<file path="config.mk">
export PLATFORM = sky130hd
export DESIGN_NAME = tqvp_rejunity_vga_capture
export DESIGN_NICKNAME = d
export VERILOG_FILES = /design/src/rtl/vga_cap_pkg.sv /design/src/rtl/vga_cap_sync_edge.sv /design/src/rtl/tqvp_rejunity_vga_capture.sv
export SDC_FILE = /design/constraint.sdc
export NUM_CORES = 1
export LEC_CHECK = 0
export CAP_MARGIN = 30
export CORE_AREA = 2 2 187 208
export CTS_BUF_LIST = sky130_fd_sc_hd__clkbuf_8
export DETAILED_ROUTE_END_ITERATION = 8
export DIE_AREA = 0 0 189 210
export GPL_TIMING_DRIVEN = 0
export MAX_ROUTING_LAYER = met4
export PLACE_DENSITY = 0.86
export SLEW_MARGIN = 25
export SYNTH_ARGS = -nofsm -noshare
export SYNTH_HDL_FRONTEND = slang
export SYNTH_SLANG_ARGS = --single-unit
</file>
<file path="constraint.sdc">
create_clock -name clk -period 12.15 [get_ports clk]
set_input_delay 2.43 -clock clk [delete_from_list [all_inputs] [get_ports clk]]
set_output_delay 2.43 -clock clk [all_outputs]
set_load 0.02 [all_outputs]
</file>
<file path="src/rtl/vga_cap_pkg.sv">
// Shared types and constants for the VGA scanline capture peripheral.
package vga_cap_pkg;

   typedef enum logic [2:0] {
      StIdle,
      StWaitVsync,
      StCountLines,
      StWaitPorch,
      StCapture,
      StDone
   } state_t;

   localparam logic [5:0] REG_CTRL   = 6'h30;
   localparam logic [5:0] REG_PORCH  = 6'h34;
   localparam logic [5:0] REG_STATUS = 6'h3C;

   localparam int unsigned STAT_BUSY     = 0;
   localparam int unsigned STAT_DONE     = 1;
   localparam int unsigned STAT_SHORT    = 2;
   localparam int unsigned STAT_NO_LINE  = 3;
   localparam int unsigned STAT_LINE_LSB = 4;

   localparam int unsigned UI_PIXEL = 0;
   localparam int unsigned UI_HSYNC = 1;
   localparam int unsigned UI_VSYNC = 2;

   function automatic logic bus_active(input logic [1:0] n);
      return n != 2'b11;
   endfunction

   function automatic logic bus_wide(input logic [1:0] n);
      return (n == 2'b01) || (n == 2'b10);
   endfunction

endpackage

</file>
<file path="src/rtl/vga_cap_sync_edge.sv">
// Registers pixel/hsync/vsync once more, normalizes syncs to active-high and
// produces single-cycle assert/deassert pulses aligned with the registered pixel.
module vga_cap_sync_edge
   import vga_cap_pkg::*;
#(
   parameter bit SYNC_ACTIVE_LOW = 1'b1
) (
   input  logic       clk,
   input  logic       rst,
   input  logic [2:0] raw,
   output logic       pixel,
   output logic       hsync_assert,
   output logic       hsync_deassert,
   output logic       vsync_assert
);

   localparam logic [2:0] POLARITY = {SYNC_ACTIVE_LOW, SYNC_ACTIVE_LOW, 1'b0};

   logic [2:0] raw_q;
   logic [2:0] norm;
   logic       hsync_prev;
   logic       vsync_prev;

   assign norm = raw_q ^ POLARITY;

   always_ff @(posedge clk or posedge rst) begin
      if (rst) begin
         // Out of reset the syncs look idle, so no spurious edge is seen.
         raw_q      <= POLARITY;
         hsync_prev <= 1'b0;
         vsync_prev <= 1'b0;
      end else begin
         raw_q      <= raw;
         hsync_prev <= norm[UI_HSYNC];
         vsync_prev <= norm[UI_VSYNC];
      end
   end

   assign pixel          = norm[UI_PIXEL];
   assign hsync_assert   = norm[UI_HSYNC] & ~hsync_prev;
   assign hsync_deassert = ~norm[UI_HSYNC] & hsync_prev;
   assign vsync_assert   = norm[UI_VSYNC] & ~vsync_prev;

endmodule

</file>
<file path="src/rtl/tqvp_rejunity_vga_capture.sv">
// TinyQV peripheral capturing one 1bpp VGA scanline into a readable buffer.
// Define VGA_CAP_IRQ_EN to drive user_interrupt from the done flag.
module tqvp_rejunity_vga_capture
   import vga_cap_pkg::*;
#(
   parameter int unsigned PIXEL_COUNT     = 320,
   parameter int unsigned SAMPLE_DIV      = 1,
   parameter bit          SYNC_ACTIVE_LOW = 1'b1,
   parameter logic [7:0]  PORCH_RESET     = 8'd48
) (
   input  logic        clk,
   input  logic        rst,
   input  logic [7:0]  ui_in,
   output logic [7:0]  uo_out,
   input  logic [5:0]  address,
   input  logic [31:0] data_in,
   input  logic [1:0]  data_write_n,
   input  logic [1:0]  data_read_n,
   output logic [31:0] data_out,
   output logic        data_ready,
   output logic        user_interrupt
);

   localparam int unsigned      IDX_W     = $clog2(PIXEL_COUNT + 1);
   localparam logic [IDX_W-1:0] LAST_IDX  = IDX_W'(PIXEL_COUNT - 1);
   localparam logic [7:0]       DIV_LAST  = 8'(SAMPLE_DIV - 1);
   localparam logic [4:0]       NUM_WORDS = 5'(PIXEL_COUNT / 32);

   state_t                   state;
   logic                     busy, done, short_line, no_line;
   logic [9:0]               line_cnt, target;
   logic [7:0]               porch, delay, div_cnt;
   logic [IDX_W-1:0]         idx;
   logic [PIXEL_COUNT-1:0]   buffer;
   logic                     pixel, hs_assert, hs_deassert, vs_assert;
   logic                     wr_ctrl, wr_porch, wr_status;
   logic [31:0]              status;
   logic                     unused_bits;

   vga_cap_sync_edge #(
      .SYNC_ACTIVE_LOW(SYNC_ACTIVE_LOW)
   ) u_sync_edge (
      .clk           (clk),
      .rst           (rst),
      .raw           (ui_in[2:0]),
      .pixel         (pixel),
      .hsync_assert  (hs_assert),
      .hsync_deassert(hs_deassert),
      .vsync_assert  (vs_assert)
   );

   assign wr_ctrl   = (address == REG_CTRL) && bus_wide(data_write_n);
   assign wr_porch  = (address == REG_PORCH) && bus_active(data_write_n);
   assign wr_status = (address == REG_STATUS) && bus_active(data_write_n);

   always_ff @(posedge clk or posedge rst) begin
      if (rst) begin
         state      <= StIdle;
         busy       <= 1'b0;
         done       <= 1'b0;
         short_line <= 1'b0;
         no_line    <= 1'b0;
         line_cnt   <= '0;
         target     <= '0;
         porch      <= PORCH_RESET;
         delay      <= '0;
         div_cnt    <= '0;
         idx        <= '0;
         buffer     <= '0;
      end else begin
         if (wr_porch) porch <= data_in[7:0];
         if (wr_status) begin
            done       <= 1'b0;
            short_line <= 1'b0;
            no_line    <= 1'b0;
         end
         if (wr_ctrl) begin
            // Arming (or re-arming) always restarts from the next frame.
            target     <= data_in[9:0];
            done       <= 1'b0;
            short_line <= 1'b0;
            no_line    <= 1'b0;
            buffer     <= '0;
            state      <= StWaitVsync;
            busy       <= 1'b1;
         end else begin
            case (state)
               StIdle: ;
               StWaitVsync: begin
                  if (vs_assert) begin
                     line_cnt <= '0;
                     state    <= StCountLines;
                  end
               end
               StCountLines: begin
                  if (vs_assert) begin
                     no_line <= 1'b1;
                     done    <= 1'b1;
                     state   <= StDone;
                  end else if (hs_deassert) begin
                     if (line_cnt == target) begin
                        idx     <= '0;
                        div_cnt <= '0;
                        delay   <= porch;
                        // porch pixels are skipped after the pixel seen with the deassert
                        state   <= (porch == 8'd0) ? StCapture : StWaitPorch;
                     end else if (line_cnt != 10'h3FF) begin
                        line_cnt <= line_cnt + 10'd1;
                     end
                  end
               end
               StWaitPorch: begin
                  delay <= delay - 8'd1;
                  if (delay == 8'd1) state <= StCapture;
               end
               StCapture: begin
                  if (hs_assert) begin
                     short_line <= 1'b1;
                     done       <= 1'b1;
                     state      <= StDone;
                  end else begin
                     div_cnt <= (div_cnt == DIV_LAST) ? 8'd0 : div_cnt + 8'd1;
                     if (div_cnt == 8'd0) begin
                        buffer[idx] <= pixel;
                        idx         <= idx + 1'b1;
                        if (idx == LAST_IDX) begin
                           done  <= 1'b1;
                           state <= StDone;
                        end
                     end
                  end
               end
               StDone: begin
                  state <= StIdle;
                  busy  <= 1'b0;
               end
               default: begin
                  state <= StIdle;
                  busy  <= 1'b0;
               end
            endcase
         end
      end
   end

   always_comb begin
      status                        = '0;
      status[STAT_BUSY]             = busy;
      status[STAT_DONE]             = done;
      status[STAT_SHORT]            = short_line;
      status[STAT_NO_LINE]          = no_line;
      status[STAT_LINE_LSB +: 10]   = line_cnt;
   end

   always_comb begin
      data_out = '0;
      if ({1'b0, address[5:2]} < NUM_WORDS) begin
         data_out = buffer[{address[5:2], 5'd0} +: 32];
      end else if (address == REG_PORCH) begin
         data_out = {24'd0, porch};
      end else if (address == REG_STATUS) begin
         data_out = status;
      end
   end

   assign uo_out      = {6'b0, done, busy};
   assign data_ready  = 1'b1;
   assign unused_bits = ^{ui_in[7:3], data_in[31:10], data_read_n};

`ifdef VGA_CAP_IRQ_EN
   assign user_interrupt = done;
`else
   assign user_interrupt = 1'b0;
`endif

endmodule
</file>
Word-level counts from Yosys, hierarchy flattened
Index checks and enable logic that the tools add are counted.
Operators by class
  add/sub/neg operators: 4
  bitwise gates (word level): 8
  order comparisons: 3
  equal/unequal tests: 31
  shift operators: 1
  mux-type cells: 60
  reduce and logical (&&, ||, !) cells: 20
Operators with widths (count)
  320-bit two-way mux: 4
  320-bit bitwise mux: 1
  320-bit by 10-bit variable part select with 32-bit output: 1
  8-bit two-way mux: 8
  10-bit two-way mux: 5
  9-bit two-way mux: 5
  32-bit two-way mux: 1
  8-bit case mux with 2 select lines: 2
  3-bit two-way mux: 10
  14-bit two-way mux: 2
  7-bit AND reduction: 3
  10-bit case mux with 2 select lines: 1
  6-bit equality test (second input constant): 3
  2-bit inequality test (second input constant): 9
  9-bit case mux with 2 select lines: 1
  1-bit two-way mux: 17
  8-bit zero test: 2
  3-bit case mux with 5 select lines: 1
  10-bit by 1-bit adder with 10-bit output (second input constant): 1
  10-bit equality test: 1
  9-bit by 10-bit less-than comparator with 1-bit output (second input constant): 1
  10-bit inequality test (second input constant): 1
  2-bit nonzero test: 5
  9-bit by 1-bit adder with 9-bit output (second input constant): 1
  other kinds (28): 41
Storage, ports and cells
  word-level logic and storage cells: 142
  output and inout bits: 42
  input port bits: 52
  bits in registers: 385

Depth between registers and ports, before layout
Gate-level depths: netlist of the first run.
  depth after elaboration: 9
  gate-level depth with buffers: 10
  mapped depth without buffers: 8

By module
Synthesis of the first run repeated with hierarchy kept, for this count alone.
Second synthesis, totals
  cell total of the unflattened synthesis: 2254
  area total of the unflattened synthesis: 20713.6 um2
Modules (own cells, without submodules)
  tqvp_rejunity_vga_capture: cells each 2243, sequential area each 9511.6 um2, times used 1, area each 20561.0 um2
  vga_cap_sync_edge: cells each 11, sequential area each 127.6 um2, times used 1, area each 152.6 um2

Least setup slack after synthesis of the first run
No wires, ideal clock.
  kind: input to output
  start point: in address[3]
  end point: out data_out[17]
  path buffers: 2
  stages on the path: 5
  setup slack: 5.575 ns
  data arrival time: 4.145 ns
  cells stage by stage: buf_2 buf_1 mux4_2 a221oi_1 a21oi_1
Between the ends
  word-level cells in the longest chain between the ends: 2
  elaborated cells on any way between the ends: 3
  those cells by class: 1 x order compare; 1 x shift; 1 x mux
Ends and longest elaborated chain
  start: declaration: line tqvp_rejunity_vga_capture.sv:15  | input logic [5:0] address,
  320-bit by 10-bit variable part select with 32-bit output or 4-bit less-than comparator (tied branches): line tqvp_rejunity_vga_capture.sv:158, tqvp_rejunity_vga_capture.sv:157
  32-bit two-way mux (*): line tqvp_rejunity_vga_capture.sv:157  | if ({1'b0, address[5:2]} < NUM_WORDS) begin
  end: declaration: line tqvp_rejunity_vga_capture.sv:19  | output logic [31:0] data_out,
Mark *: on every way between the ends. The rest lies on a longest branch, timed or not.

Worst setup path in the final report of the first run
  start point: in address[3]
  end point: out data_out[30]
The elaborated chain is that of the path after synthesis.

==> results of run 1 <==
[layout make-up]
class,count,area share [%]
Timing Repair Buffer,67,3.41
Tap cell,500,2.62
Buffer,261,4.77
Multi-Input combinational cell,1839,43.4
Antenna cell,1,0.0105
Clock buffer,72,4.15
Inverter,17,0.283
Sequential cell,385,40.3
Clock inverter,45,1.05
[power groups by stage]
stage | Combinational, mW | Clock, mW | Sequential, mW
finish | 0.969 | 1.17 | 1.80
global route | 1.05 | 1.21 | 1.82
detailed placement | 0.942 | 0 | 1.80
floorplan | 0.685 | 0 | 1.71
global placement | 0.888 | 0 | 1.78
CTS | 0.944 | 1.15 | 1.78
[critical path, delay by kind of cell]
family	cells	cell delay, ns
AOI/OAI and AO/OA	1	0.28
buffers and inverters	4	2.54
muxes	1	0.40
and+or+nand+nor	1	0.06
[state kept, by name, summed over array words and instances (netlist names)]
name and cells:
state 3, buffer 320, no_line 1, div_cnt 8, u_sync_edge.raw_q 3, line_cnt 10
done 1, u_sync_edge.hsync_prev 1, porch 8, u_sync_edge.vsync_prev 1, busy 1, idx 9
delay 8, target 10, short_line 1
[worst max path at each step]
stage / startpoint / endpoint / cells after the start
5_1_grt: address[4] / data_out[4] / 8
4_1_cts: address[4] / data_out[6] / 8
3_3_place_gp: rst / buffer[61] / 2
6_report: address[3] / data_out[30] / 7
2_1_floorplan: rst / buffer[0] / 1
3_5_place_dp: address[3] / data_out[30] / 7
[metal layers]
layer	wire length (um)	up-vias	GRT usage [%]
met5	0	-	-
met4	6040	0	26.8
met3	12400	312	13.6
met2	33000	1825	57.0
met1	28400	9916	53.5
li1	-	8862	-
[cell usage in the layout, fill, tap and decap left out, drive strengths merged, types with 8 or more instances in the layout]
| master | netlist | routed |
|---|---|---|
| a211oi | 8 | 8 |
| a21oi | 357 | 357 |
| a221oi | 27 | 27 |
| and3 | 10 | 10 |
| buf | 101 | 114 |
| clkbuf | 160 | 232 |
| clkdlybuf4s50 | 0 | 54 |
| conb | 2 | 8 |
| dfrtp | 381 | 381 |
| ha | 10 | 10 |
| inv | 17 | 51 |
| mux2 | 27 | 27 |
| mux2i | 27 | 27 |
| mux4 | 64 | 64 |
| nand2 | 731 | 731 |
| nand2b | 11 | 11 |
| nand3 | 328 | 328 |
| nor2 | 56 | 56 |
| nor2b | 10 | 10 |
| nor3 | 30 | 30 |
| nor4 | 13 | 13 |
| o21ai | 28 | 28 |
| xnor2 | 13 | 13 |
[cell families after synthesis]
kind of cell / Yosys count / share of synthesized area (%)
AOI/OAI and AO/OA: 463 / 12.1
other: 2 / 0.0355
muxes: 118 / 9.52
adders and majority gates: 10 / 0.591
DFF: 385 / 45.5
xor gates and xnor gates: 19 / 0.786
and+or+nand+nor: 1221 / 25.7
buffers and inverters: 278 / 5.68
[metrics by stage]
stage / instance area [um2] / cells
2_1_floorplan: 21200 / 2502
3_3_place_gp: 22400 / 3056
3_5_place_dp: 22600 / 3069
4_1_cts: 23900 / 3186
5_1_grt: 23900 / 3187
6_report: 23900 / 3187
==> flow_summary.toml, run 1 <==
[status]
status = "completed"

[logic_synthesis]
synth_top_area_share_pct = 45.0
yosys.area.top_type = "dfrtp_1"
netlist_area_um2 = 21200
yosysUniqueCellTypes = 65
synth-edff-count = 0
synth.yosys.seq_area_share_pct = 45.5
yosys-top-cells-count = "731 x nand2_1, 381 x dfrtp_1, 357 x a21oi_1"
postSynthAreaPerCell_um2 = 8.48
yosysWarnings = 0
synthCells = 2496
synth-seq-cells = 385
synthFlopType = "dfrtp_1"
async_reset_ff_share_pct = 100
synth_area_leaders = "dfrtp_1 45%, nand2_1 13%, a21oi_1 8.4%"
yosysMostFrequentCell = "nand2_1"

[pwr]
power_density_nw_per_um2 = 165
leakage_nw = 9.86
intPower_mw = 2.57
power_switching_mw = 1.37
ir_drop_mv = 0.103
finalPower_mw = 3.93
pwr-share-comb_pct = 24.6
swShare_pct = 34.7
p_seq_share_pct = 45.7
clkPwrFrac_pct = 29.7

[setup_path]
path_max_fanout = 10
crit_chain = "buf_2, buf_1, buf_1, mux4_2, nand2_1, a21oi_1, clkdlybuf4s50_1"
required_ns = 9.72
crit_path_end_kind = "primary output"
cp.arrival_ns = 5.73
start_kind = "input port"
r2r_start = "div_cnt[0]"
slowest_stage = "buf_1"
crit_top_cell = "buf_1"
slowest_delay_ns = 0.82
criticalPathCategory = "in2out"
reg2reg_slack_ns = 9.35
reg2reg_to = "buffer[79]"
reg2reg_depth = 10

[placed_design]
hpwl_um = 56200
gp_congestion = 1.09
port_buffers = 54
dp_slack_ns = 4.20

[clock_network]
cts_hold_buf = 0
cts_resized = 0
clk_pin_slew_ns = 0.06
clockBufferDepth = 3
cts_sinks = 385
post-cts-setup-buffer-count = 0
clk_latency_ns = 0.63
htreeDepth = 3
root_buffer = "clkbuf_8"
cts_inserted_buffers = 66
tritoncts = "built"

[floorplanning]
core_area_um2 = 37600
die-height_um = 210
rows = 75
die_area_um2 = 39700
top_level_ports = 94
die_w_um = 189
start_util_pct = 56.3

[drt]
via_count = 20900
drc = 0
wirelength_um = 79900
routed_via_density = 6.56
drt_first_pass_iters = 6
antenna_left = 0
avgRoutedWirePerCell_um = 25.1
drt-initial-drc-count = 3868

[grt]
overflow = 0
antenna_found_initial = 1
track_usage_pct = 41.8
grt_pass1_vias = 20000
grt_max_degree = 33
grt_pass1_wl_um = 120000

[finish]
fin_util_pct = 63.5
nFillCells = 2985
multi_input_area_um2 = 10400
area_growth_pct = 12.8
drive_above_1_share_pct = 11.6
regArea_um2 = 9640
nNetsFinal = 2699

[min_path]
hold_path_class = "reg2reg"
holdPathEnd = "u_sync_edge.hsync_prev"
min-delay-start = "u_sync_edge.raw_q[1]"
worstHoldPathCells = 1

[timing]
max_freq_mhz = 122
clock_skew_ns = 0.0296
slew_viol_final = 0
relSlewSlack_pct = 32.7
fin_ws_ns = 3.99
layout_min_cycle_time_ns = 8.17
finalSetupViolations = 0
tns_ns = 0
whs_ns = 0.455
tightest_slew_ns = 1.01
hold_viol = 0
fin_crit_sh_pct = 67.2
rsz0062_at_grt = "no"

[flow_run]
cap_violations = 0
Note: power is estimated with default switching activity, not from simulation.
==> run 2: changes to the inputs <==
Clock period 12.15 ns to 6.99 ns, I/O delays scaled along.
==> results of run 2 <==
The final DEF is identical to that of run 1. Status: completed.
Among the figures that moved: setup slack after placement 4.20 ns -> 1.11 ns; setup slack after layout 3.99 ns -> 0.889 ns; register-to-register setup slack 9.35 ns -> 4.19 ns; total power 3.93 mW -> 6.84 mW; worst IR drop on VDD 0.103 mV -> 0.178 mV
